==> src/rtl/nasti_stream_pkg.sv <==
// Shared types and helpers for the NASTI-Stream width down-converter.
package nasti_stream_pkg;

  // Largest supported wide/narrow ratio; slice indices are sized for it.
  localparam int unsigned MAX_MULTIPLE = 64;
  localparam int unsigned IDX_W        = 6;

  // Default configuration (128-bit master, 32-bit slave).
  localparam int unsigned DEF_MULTIPLE    = 128 / 32;
  localparam int unsigned DEF_SLICE_BYTES = 32 / 8;

  // Slice index within a wide beat.
  typedef logic [IDX_W-1:0] slice_t;

  // Pending-slice mask, zero-extended to the maximum ratio.
  typedef logic [MAX_MULTIPLE-1:0] mask_t;

  typedef struct packed {
    logic   found;
    slice_t idx;
  } lowest_t;

  // Index of the least-significant set bit of mask, with a found flag.
  function automatic lowest_t lowest_set(input mask_t mask);
    lowest_t r;
    r = '0;
    for (int unsigned i = 0; i < MAX_MULTIPLE; i++) begin
      if (mask[i] && !r.found) begin
        r.found = 1'b1;
        r.idx   = slice_t'(i);
      end
    end
    return r;
  endfunction

endpackage

==> src/rtl/nasti_stream_slice_sel.sv <==
// Combinational slice selection: muxes the current slice out of the held
// wide beat and works out the pending mask / index after it is consumed.
module nasti_stream_slice_sel
  import nasti_stream_pkg::*;
#(
  parameter int unsigned MULTIPLE    = 4,
  parameter int unsigned SLICE_WIDTH = 32,
  localparam int unsigned SB         = SLICE_WIDTH / 8
) (
  input  logic [MULTIPLE-1:0]             i_pending,
  input  slice_t                          i_idx,
  input  logic [MULTIPLE*SLICE_WIDTH-1:0] i_data,
  input  logic [MULTIPLE*SB-1:0]          i_strb,
  input  logic [MULTIPLE*SB-1:0]          i_keep,
  output logic [MULTIPLE-1:0]             o_pending_next,
  output slice_t                          o_next_idx,
  output logic                            o_is_final,
  output logic [SLICE_WIDTH-1:0]          o_data,
  output logic [SB-1:0]                   o_strb,
  output logic [SB-1:0]                   o_keep
);

  lowest_t w_next_low;

  // Clear the current slice from the mask and mux out its data/strb/keep.
  always_comb begin
    o_pending_next = '0;
    o_data         = '0;
    o_strb         = '0;
    o_keep         = '0;
    for (int unsigned i = 0; i < MULTIPLE; i++) begin
      o_pending_next[i] = i_pending[i] && (i_idx != slice_t'(i));
      if (i_idx == slice_t'(i)) begin
        o_data = i_data[i*SLICE_WIDTH +: SLICE_WIDTH];
        o_strb = i_strb[i*SB +: SB];
        o_keep = i_keep[i*SB +: SB];
      end
    end
  end

  assign w_next_low = lowest_set(mask_t'(o_pending_next));
  assign o_next_idx = w_next_low.found ? w_next_low.idx : '0;
  assign o_is_final = ~|o_pending_next;

endmodule

==> src/rtl/nasti_stream_packer.sv <==
// NASTI-Stream width down-converter: splits each wide master beat into
// narrow slave beats, LS slice first, optionally skipping null slices and
// moving t_last onto the last slice actually emitted.
module nasti_stream_packer
  import nasti_stream_pkg::*;
#(
  parameter int unsigned ID_WIDTH          = 1,
  parameter int unsigned DEST_WIDTH        = 1,
  parameter int unsigned USER_WIDTH        = 1,
  parameter int unsigned MASTER_DATA_WIDTH = 128,
  parameter int unsigned SLAVE_DATA_WIDTH  = 32,
  parameter bit          SKIP_NULL         = 1'b1
) (
  input  logic                           aclk,
  input  logic                           aresetn,
  // wide input stream
  input  logic                           i_m_t_valid,
  output logic                           o_m_t_ready,
  input  logic [MASTER_DATA_WIDTH-1:0]   i_m_t_data,
  input  logic [MASTER_DATA_WIDTH/8-1:0] i_m_t_strb,
  input  logic [MASTER_DATA_WIDTH/8-1:0] i_m_t_keep,
  input  logic                           i_m_t_last,
  input  logic [ID_WIDTH-1:0]            i_m_t_id,
  input  logic [DEST_WIDTH-1:0]          i_m_t_dest,
  input  logic [USER_WIDTH-1:0]          i_m_t_user,
  // narrow output stream
  output logic                           o_s_t_valid,
  input  logic                           i_s_t_ready,
  output logic [SLAVE_DATA_WIDTH-1:0]    o_s_t_data,
  output logic [SLAVE_DATA_WIDTH/8-1:0]  o_s_t_strb,
  output logic [SLAVE_DATA_WIDTH/8-1:0]  o_s_t_keep,
  output logic                           o_s_t_last,
  output logic [ID_WIDTH-1:0]            o_s_t_id,
  output logic [DEST_WIDTH-1:0]          o_s_t_dest,
  output logic [USER_WIDTH-1:0]          o_s_t_user
);

  localparam int unsigned MULTIPLE    = MASTER_DATA_WIDTH / SLAVE_DATA_WIDTH;
  localparam int unsigned SLICE_BYTES = SLAVE_DATA_WIDTH / 8;
  localparam int unsigned MB          = MASTER_DATA_WIDTH / 8;

  if (MASTER_DATA_WIDTH % SLAVE_DATA_WIDTH != 0) begin : g_chk_div
    $error("SLAVE_DATA_WIDTH must divide MASTER_DATA_WIDTH");
  end
  if (MULTIPLE < 2) begin : g_chk_ratio
    $error("MASTER_DATA_WIDTH / SLAVE_DATA_WIDTH must be at least 2");
  end
  if (MULTIPLE > MAX_MULTIPLE) begin : g_chk_max
    $error("width ratio exceeds MAX_MULTIPLE");
  end

  // holding register
  logic                         r_occupied;
  logic [MULTIPLE-1:0]          r_pending;
  slice_t                       r_idx;
  logic [MASTER_DATA_WIDTH-1:0] r_data;
  logic [MB-1:0]                r_strb;
  logic [MB-1:0]                r_keep;
  logic                         r_last;
  logic [ID_WIDTH-1:0]          r_id;
  logic [DEST_WIDTH-1:0]        r_dest;
  logic [USER_WIDTH-1:0]        r_user;

  logic [MULTIPLE-1:0]          w_load_pending;
  lowest_t                      w_load_low;
  slice_t                       w_load_idx;
  logic [MULTIPLE-1:0]          w_pending_next;
  slice_t                       w_next_idx;
  logic                         w_is_final;
  logic                         w_s_hs;
  logic                         w_m_hs;
  logic                         w_m_ready;

  nasti_stream_slice_sel #(
    .MULTIPLE    (MULTIPLE),
    .SLICE_WIDTH (SLAVE_DATA_WIDTH)
  ) u_slice_sel (
    .i_pending      (r_pending),
    .i_idx          (r_idx),
    .i_data         (r_data),
    .i_strb         (r_strb),
    .i_keep         (r_keep),
    .o_pending_next (w_pending_next),
    .o_next_idx     (w_next_idx),
    .o_is_final     (w_is_final),
    .o_data         (o_s_t_data),
    .o_strb         (o_s_t_strb),
    .o_keep         (o_s_t_keep)
  );

  // Pending mask for an incoming beat; an all-null beat still emits slice 0.
  always_comb begin
    w_load_pending = '0;
    for (int unsigned i = 0; i < MULTIPLE; i++) begin
      w_load_pending[i] = SKIP_NULL ? |i_m_t_keep[i*SLICE_BYTES +: SLICE_BYTES] : 1'b1;
    end
    if (w_load_pending == '0) begin
      w_load_pending[0] = 1'b1;
    end
  end

  assign w_load_low = lowest_set(mask_t'(w_load_pending));
  assign w_load_idx = w_load_low.found ? w_load_low.idx : '0;

  // Accept a new beat in the same cycle the final slice leaves.
  assign w_s_hs    = r_occupied && i_s_t_ready;
  assign w_m_ready = !r_occupied || (w_s_hs && w_is_final);
  assign w_m_hs    = i_m_t_valid && w_m_ready;

  // Occupancy, pending mask and slice index.
  always_ff @(posedge aclk or negedge aresetn) begin
    if (!aresetn) begin
      r_occupied <= 1'b0;
      r_pending  <= '0;
      r_idx      <= '0;
    end else if (w_m_hs) begin
      r_occupied <= 1'b1;
      r_pending  <= w_load_pending;
      r_idx      <= w_load_idx;
    end else if (w_s_hs) begin
      r_pending  <= w_pending_next;
      r_idx      <= w_next_idx;
      if (w_is_final) begin
        r_occupied <= 1'b0;
      end
    end
  end

  // Wide-beat payload capture; contents are don't-care while empty.
  always_ff @(posedge aclk) begin
    if (w_m_hs) begin
      r_data <= i_m_t_data;
      r_strb <= i_m_t_strb;
      r_keep <= i_m_t_keep;
      r_last <= i_m_t_last;
      r_id   <= i_m_t_id;
      r_dest <= i_m_t_dest;
      r_user <= i_m_t_user;
    end
  end

  assign o_m_t_ready = w_m_ready;
  assign o_s_t_valid = r_occupied;
  // r_last is unreset, so gate it with occupancy to keep t_last low after reset.
  assign o_s_t_last  = r_occupied && r_last && w_is_final;
  assign o_s_t_id    = r_id;
  assign o_s_t_dest  = r_dest;
  assign o_s_t_user  = r_user;

endmodule

==> config.mk <==
export PLATFORM = sky130hd
export DESIGN_NAME = nasti_stream_packer
export DESIGN_NICKNAME = d
export VERILOG_FILES = /design/src/rtl/nasti_stream_pkg.sv /design/src/rtl/nasti_stream_slice_sel.sv /design/src/rtl/nasti_stream_packer.sv
export SDC_FILE = /design/constraint.sdc
export NUM_CORES = 1
export LEC_CHECK = 0
export CELL_PAD_IN_SITES_DETAIL_PLACEMENT = 1
export CELL_PAD_IN_SITES_GLOBAL_PLACEMENT = 2
export CORE_MARGIN = 3
export CORE_UTILIZATION = 31
export DETAILED_ROUTE_END_ITERATION = 6
export PLACE_DENSITY_LB_ADDON = 0.1
export SLEW_MARGIN = 10
export SYNTH_ARGS = -nofsm -noshare
export SYNTH_HDL_FRONTEND = slang
export SYNTH_HIERARCHICAL = 1
export SYNTH_SLANG_ARGS = --single-unit
export TNS_END_PERCENT = 30
==> constraint.sdc <==
create_clock -name aclk -period 4.3 [get_ports aclk]
set_clock_uncertainty 0.1 [all_clocks]
set_input_delay 1.29 -clock aclk [delete_from_list [all_inputs] [get_ports aclk]]
set_output_delay 1.29 -clock aclk [all_outputs]
set_load 0.01 [all_outputs]
# After elaboration in Yosys (flattened, before gate mapping)
# Cells that the tools add are included.
# totals
register_bits	175
input_bits	168
wordCells	81
# op_classes
eq_ne	7
muxes	30
n_reduce_logical	34
# op_table
cell	n
$mux W32	4
$mux W7	8
$mux W4	10
$mux W6	4
$reduce_or A4 Y1	5
$logic_and A1 B1 Y1	15
$eq A6 B2 Y1 const B	2
$ne A6 B2 Y1 const B	2
$logic_not A1 Y1	8
$eq A6 B1 Y1 const B	1
$logic_not A6 Y1	1
$ne A6 B1 Y1 const B	1
$reduce_bool A6 Y1	1
$logic_not A4 Y1	1
$mux W1	4
$ne A2 B2 Y1 const B	1
$reduce_and A2 Y1	1
$reduce_bool A2 Y1	1
$logic_or A1 B1 Y1	1

# Longest topological paths before layout
# Gate-level depths: netlist of the first run.
# depth
ltp_word	15
mapped_depth	9
depth_no_buf	7

# Cells and area by module
# Netlist of the first run, hierarchy kept.
# by_module_without_submodules
module	n_inst	cells_each	area_each_um2	seq_area_each_um2
nasti_stream_packer	1	227	5545.3	5200.0
nasti_stream_slice_sel	1	264	1556.5	0.0

# Least setup slack after synthesis of the first run
# No wires, ideal clock.
# synth_timing
path_type	register to register
startpoint	register r_idx[5]
endpoint	register r_dest, in the netlist o_s_t_dest, enable pin
arrival_time_ns	2.823
required_ns	3.805
slack_ns	0.983
path_stages_with_launch	8
n_path_buf	1
path_cell_list	dfrtp_1 -> or4_4 -> o31ai_2 -> inv_2 -> nor4_2 -> a21bo_2 -> and2_4 -> buf_6
# synth_between
elab_chain_cells	7
word_cells_on_any_way	13
classes_between	eq/ne (3); reduce/logical (10)
# synth_rtl
item	line	rtl
start: declaration	nasti_stream_packer.sv:55	slice_t r_idx;
start signal: assignment	nasti_stream_packer.sv:119	r_idx <= w_load_idx;
start signal: assignment	nasti_stream_packer.sv:122	r_idx <= w_next_idx;
$reduce_bool A6 Y1	nasti_stream_slice_sel.sv:32	o_pending_next[i] = i_pending[i] && (i_idx != slice_t'(i));
$logic_and A1 B1 Y1	nasti_stream_slice_sel.sv:32	
named net w_pending_next[0]	nasti_stream_packer.sv:67	logic [MULTIPLE-1:0] w_pending_next;
$reduce_or A4 Y1	nasti_stream_slice_sel.sv:43	assign o_is_final = ~|o_pending_next;
$logic_not A1 Y1	nasti_stream_slice_sel.sv:43	
named net w_is_final	nasti_stream_packer.sv:69	logic w_is_final;
$logic_and A1 B1 Y1	nasti_stream_packer.sv:107	assign w_m_ready = !r_occupied || (w_s_hs && w_is_final);
$logic_or A1 B1 Y1	nasti_stream_packer.sv:107	
named net o_m_t_ready	nasti_stream_packer.sv:18	output logic o_m_t_ready,
$logic_and A1 B1 Y1	nasti_stream_packer.sv:108	assign w_m_hs = i_m_t_valid && w_m_ready;
named net w_m_hs	nasti_stream_packer.sv:71	logic w_m_hs;
end signal: assignment	nasti_stream_packer.sv:137	r_dest <= i_m_t_dest;
end: declaration	nasti_stream_packer.sv:61	logic [DEST_WIDTH-1:0] r_dest;
# The timed path passes the listed nets, and every way through them passes these cells.
# A chain may end at the register's enable or synchronous reset.

# Worst setup path in the final report of the first run
# layout_timing
startpoint	register r_idx[1]
endpoint	output port o_s_t_data[24]
# layout_between
elab_chain_cells	5
word_cells_on_any_way	8
classes_between	eq/ne (3); mux (4); reduce/logical (1)
# layout_rtl
item	line	rtl
$logic_not A6 Y1	nasti_stream_slice_sel.sv:33	if (i_idx == slice_t'(i)) begin
$mux W32 (3 in series)	nasti_stream_slice_sel.sv:33	
$mux W32 *	nasti_stream_slice_sel.sv:33	
end: declaration	nasti_stream_packer.sv:29	output logic [SLAVE_DATA_WIDTH-1:0] o_s_t_data,
# Mark *: on every way between the ends. The rest lies on a longest branch, timed or not.

==> metrics.yaml, run 1 <==
status: "completed"
hold_path_class: "reg2reg"
yosys_warnings: 6
post-route-min-period_ps: 4140
synth.avg_cell_area_um2: 14.5
dieArea_um2: 24800
nFillCells: 2237
postSynthCellCount: 491
p_per_area_nw_per_um2: 490
cts_root_buf: "clkbuf_16"
area_delta_synth_final_pct: 44.1
tns_ps: 0
slew_headroom_pct: 58.2
grtUsageTotal_pct: 16.8
hold_ws_ps: 506
vdd_ir_drop_max_uv: 224
synth_top_cell_area_share_pct: 69.3
gr-usage-met3_pct: 3.88
setup_viol: 0
numCtsBuffers: 17
initial_core_util_pct: 32.0
diodes: 0
synth_common_cells: "164 x edfxtp_1, 82 x nand4_1, 47 x nand3_1"
fin_crit_sh_pct: 96.2
antenna_found_initial: 1
maxCapViolCount: 0
nets: 868
io_pins: 214
met1_usage_pct: 21.6
ctsHoldBuffers: 0
viasPerCell: 5.15
cts_tree: "yes"
use_met2_pct: 29.2
num_vias: 5101
worstSetupPathType: "reg2out"
clkSinkCount: 175
rsz0062_at_grt: "no"
place.gp.congestion: 0.762
max_freq_mhz: 242
die_h_um: 157
dp_hpwl_um: 14100
firstDrtPassIters: 4
clock_latency_ps: 420
grt_pass1_vias: 5570
worstMarginPinSlew_ps: 625
synth_cell_types: 42
ant_nets: 0
synth_area_um2: 7100
grt_max_degree: 62
ys_seq_area_share_pct: 73.2
startpoint_type: "register"
cp-end-kind: "output pin"
die_w_um: 157
routed_wl_um: 21100
leakage_nw: 3.44
cp.arrival_ps: 2750
finalPower_mw: 5.02
drive_gt1_share_pct: 9.28
ys_ff_latch: 175
ys_top_cells_by_area: "edfxtp_1 69%, nand4_1 7.2%, o2111ai_1 4.9%"
yosysMostFrequentCell: "edfxtp_1"
wl_per_cell_um: 21.3
path_max_fanout: 31
grt_overflow: 0
core_area_um2: 22200
placementRows: 54
drtIter0Drc: 254
hold_viol: 0
drc: 0
required_ps: 2910
clkTransAtPathRegs_ps: 70
clockBufferDepth: 2
cts_max_level: 4
io_buffers: 213
slew_violations: 0
synth_top_cell_by_area: "edfxtp_1"
async_reset_ff_share_pct: 6.29
ys.flop_type: "edfxtp_1"
grt.busiest_layer: "met2"
synth_edf_count: 164
grt_pass1_wl_um: 31600
power breakdown:
part | switching (mW) | total, mW | internal [mW] | leakage (nW)
clock | 0.656 | 1.57 | 0.916 | 0.278
combinational | 0.759 | 1.29 | 0.529 | 1.56
sequential | 0.134 | 2.16 | 2.02 | 1.60
routing by layer:
metal	share of wire [%]	vias to the layer above
met2	51	140
li1	-	2369
met1	44	2578
met3	4.2	12
met5	0.057	-
met4	0.71	2
cell type report:
class	instances	area, um^2	area share (%)
clock buffers	18	429	4.19
clock inverters	12	163	1.59
repair buffers	234	2340	22.9
well taps	280	350	3.42
flip-flops and latches	175	5210	50.9
inverters	45	171	1.67
multi-input cells	227	1580	15.4
state kept, by name, summed over array words and instances (netlist names):
register,flops
r_data,128
r_keep,16
r_strb,16
r_idx,6
r_pending,4
o_s_t_dest,1
o_s_t_id,1
o_s_t_user,1
o_s_t_valid,1
r_last,1
worst max-delay path, cell delays in order, from the launching register on:
cell and delay (ps):
dfrtp_4 600, inv_4 160, buf_4 250, nand3_2 110, buf_4 300, o2111ai_1 310, clkdlybuf4s50_1 590
layout by cell type (no fill, tap or decap), types with 3 or more instances in the layout:
| cell type | count |
|---|---|
| dfrtp_1 | 9 |
| bufinv_16 | 3 |
| clkbuf_16 | 17 |
| mux2i_1 | 6 |
| nand2_1 | 5 |
| a31oi_1 | 3 |
| conb_1 | 4 |
| a21oi_1 | 4 |
| buf_4 | 16 |
| o21ai_0 | 3 |
| o2111ai_1 | 39 |
| inv_1 | 42 |
| clkdlybuf4s50_1 | 211 |
| nor2b_1 | 3 |
| clkinvlp_4 | 3 |
| nand4_1 | 82 |
| nand3_1 | 46 |
| buf_12 | 3 |
| edfxtp_1 | 164 |
final timing paths:
check	start	to	slack [ps]	cells past startpoint
worst max-delay path	r_idx[1]	o_s_t_data[24]	160	6
worst min-delay path	r_idx[5]	r_idx[5]	510	2
worst max register to register	r_idx[3]	r_data[8]	970	8
worst min register to register	r_idx[5]	r_idx[5]	510	2
max in group asynchronous	aresetn	r_idx[1]	2480	1
min in group asynchronous	aresetn	r_idx[4]	1160	1
kinds of logic (layout without fill, tap and decap cells):
group / count (synthesis) / count (layout) / share of synthesized area, %
compound gates: 62 / 62 / 7.38
simple gates: 155 / 155 / 13.1
other cells: 1 / 4 / 0.0528
buf+inv: 92 / 309 / 5.39
flops: 175 / 175 / 73.2
mux: 6 / 6 / 0.846
repair_timing:
action                     CTS  global route
setup endpoints to repair    2            33
hold endpoints to repair     0             0
pin swaps                    1             2
resized for setup            2             6
buffers inserted             1             2
stage by stage:
step	instance area [um^2]	worst slack [ps]	std cells	utilization, %
final	10200	163	991	46.2
after global routing	10200	3.38	991	46.2
after CTS	10200	6.60	989	46.0
after detailed placement	9580	352	958	43.2
after global placement	9580	419	958	43.2
after floorplan	7110	983	494	-
(Power assumes the default switching activity.)
==> run 2, diff against run 1 <==
- SLEW_MARGIN: 10 -> 15
==> results of run 2 <==
No change in the layout: final DEF, timing and power equal those of run 1.
==> run 3, diff against run 2 <==
- CORE_MARGIN: 3 -> 2
==> run 3 against run 2 <==
- sequential share of layout area increased by 0.12 points
- fmax fell by 0.99%
- register-to-register slack improved by 220 ps
- cell area decreased by 0.28%
- combinational power about the same
- first-iteration DRC count decreased by 19%
- worst setup slack got worse by 41 ps
- via count barely moved
- sequential power about the same
- hold slack worse by 21 ps
- clock power down 4%
- non-clock buffer count decreased by 1
- largest power group unchanged
==> metrics.yaml, run 3 (same netlist as run 1, synthesis figures left out) <==
routed_wl_um: 20500  # -2.8%
worstSetupPathType: "reg2out"
cts_max_level: 4  # unchanged
status: "completed"
drtIter0Drc: 205  # -19%
grt_pass1_wl_um: 31900  # +0.81%
startpoint_type: "register"
num_vias: 5103  # +0.039%
grt_pass1_vias: 5536  # -0.61%
maxCapViolCount: 0  # unchanged
critical-path-slowest-cell: "or4_4"
ant_nets: 0  # unchanged
routed.top_layer: "met5"
die_w_um: 155  # -1.3%
worst_path_dominant_cell_family: "simple AND/OR/NAND/NOR gates"
io_buffers: 213  # unchanged
critPathBufInv: 2  # -2
most-common-layout-cells: "212 x clkdlybuf4s50_1, 164 x edfxtp_1, 82 x nand4_1, 46 x nand3_1, 42 x inv_1"
hold_path_class: "reg2reg"
cts_root_buf: "clkbuf_16"
max_freq_mhz: 239  # -0.99%
leakage_nw: 3.41  # -0.75%
hold_viol: 0  # unchanged
multiInputGateArea_um2: 1570  # -0.40%
io_pins: 214  # unchanged
ctsHoldBuffers: 0  # unchanged
worstMarginPinSlew_ps: 779  # +154 ps
post-route-min-period_ps: 4180  # +41.2 ps
slew_violations: 0  # unchanged
numCtsBuffers: 17  # unchanged
place.gp.congestion: 0.759  # -0.41%
grt_overflow: 0  # unchanged
final_common_cell: "clkdlybuf4s50_1"
regArea_um2: 5200  # about the same
dieArea_um2: 24100  # -2.5%
drive_gt1_share_pct: 9.13  # -0.15 points
largest_register: "r_data"
nFillCells: 2283  # +2.1%
cts_tree: "yes"
die_h_um: 155  # -1.3%
clock_latency_ps: 420  # about the same
path_max_fanout: 5  # -84%
required_ps: 2910  # about the same
antenna_found_initial: 2  # +1
cp-end-kind: "output pin"
slew_headroom_pct: 47.6  # -11 points
clkTransAtPathRegs_ps: 60  # about the same
grtUsageTotal_pct: 17.6  # +0.73 points
clockBufferDepth: 2  # unchanged
nets: 867  # -0.12%
initial_core_util_pct: 31.5  # -0.58 points
wl_per_cell_um: 20.6  # -3.5%
worst_path_largest_cell_delay_ps: 610  # about the same
route.met2.wl_um: 10200  # -5.7%
viasPerCell: 5.11  # -0.66%
placementRows: 55  # +1.9%
design_area_um2: 10200  # -0.28%
drc: 0  # unchanged
firstDrtPassIters: 4  # unchanged
fin_crit_sh_pct: 97.2  # +0.96 points
grt_max_degree: 50  # -19%
tns_ps: 0  # unchanged
core_area_um2: 22600  # +1.9%
largest_reg_flops: 128  # unchanged
met1_length_um: 8910  # -3.8%
vdd_ir_drop_max_uv: 208  # -7.2%
crit_chain: "or4_4 -> o31ai_4 -> inv_2 -> nor4_4 -> a21bo_2 -> clkdlybuf4s50_1"
p_per_area_nw_per_um2: 481  # -1.8%
reg_top3: "r_data: 128 flops, r_keep: 16 flops, r_strb: 16 flops"
setup_viol: 0  # unchanged
dp_hpwl_um: 13800  # -1.9%
cp.arrival_ps: 2790  # +40 ps
rsz0062_at_grt: "yes"
wl_met3_um: 1080  # +21%
clkSinkCount: 175  # unchanged
area_delta_synth_final_pct: 43.7
place_area_um2: 9580  # about the same
## run 3: final timing paths
check	slack, ps	cells past startpoint	from	to
max	120	6	r_idx[2]	o_m_t_ready
max in group asynchronous	2510	1	aresetn	r_idx[0]
min	490	2	r_idx[2]	r_idx[2]
min in group asynchronous	1150	1	aresetn	r_pending[0]
min reg2reg	490	2	r_idx[2]	r_idx[2]
max reg2reg	1190	8	r_idx[2]	r_strb[12]
## run 3: area by class of cell
type	instances	area share, %
inverters	45	1.65
diodes	1	0.0245
clock buffers	19	4.24
multi-input cells	227	15.4
flip-flops and latches	175	51.0
clock inverters	13	1.29
repair buffers	233	22.9
well taps	285	3.49
## run 3: stage by stage
stage / hold slack, ps / util [%] / cells / power [mW] / setup WS [ps]
2_1_floorplan: 430 / - / 494 / 2.76 / 983
3_3_place_gp: 474 / 42.4 / 962 / 3.42 / 400
3_5_place_dp: 482 / 42.4 / 962 / 3.44 / 345
4_1_cts: 491 / 45.0 / 995 / 4.97 / 0.714
5_1_grt: 526 / 45.2 / 998 / 5.16 / -24.1
6_report: 485 / 45.2 / 998 / 4.91 / 122
## run 3: timing repair
| action | CTS | global route |
|---|---|---|
| hold endpoints to repair | 0 | 0 |
| endpoints found under the setup margin | 2 | 41 |
| cloned | 0 | 0 |
| setup buffers | 1 | 2 |
| resized for setup | 1 | 7 |
| pin swaps | 1 | 4 |
## run 3: report_power, final
group	switching, mW	internal [mW]	total, mW
Sequential	0.116	2.02	2.14
Clock	0.684	0.813	1.50
Combinational	0.758	0.520	1.28
Total	1.56	3.35	4.91
## run 3: worst min-delay path, delay by kind of cell (launching register included)
kind | cells | cell delay [ps]
AND/OR/NAND/NOR | 1 | 70
AO/OA/AOI/OAI | 1 | 60
flip-flops | 1 | 420
## run 3: layer usage
layer	GRT usage (%)	up-vias
met5	0	-
met1	22.2	2542
met2	29.9	163
met4	4.89	2
met3	4.57	21
li1	-	2375
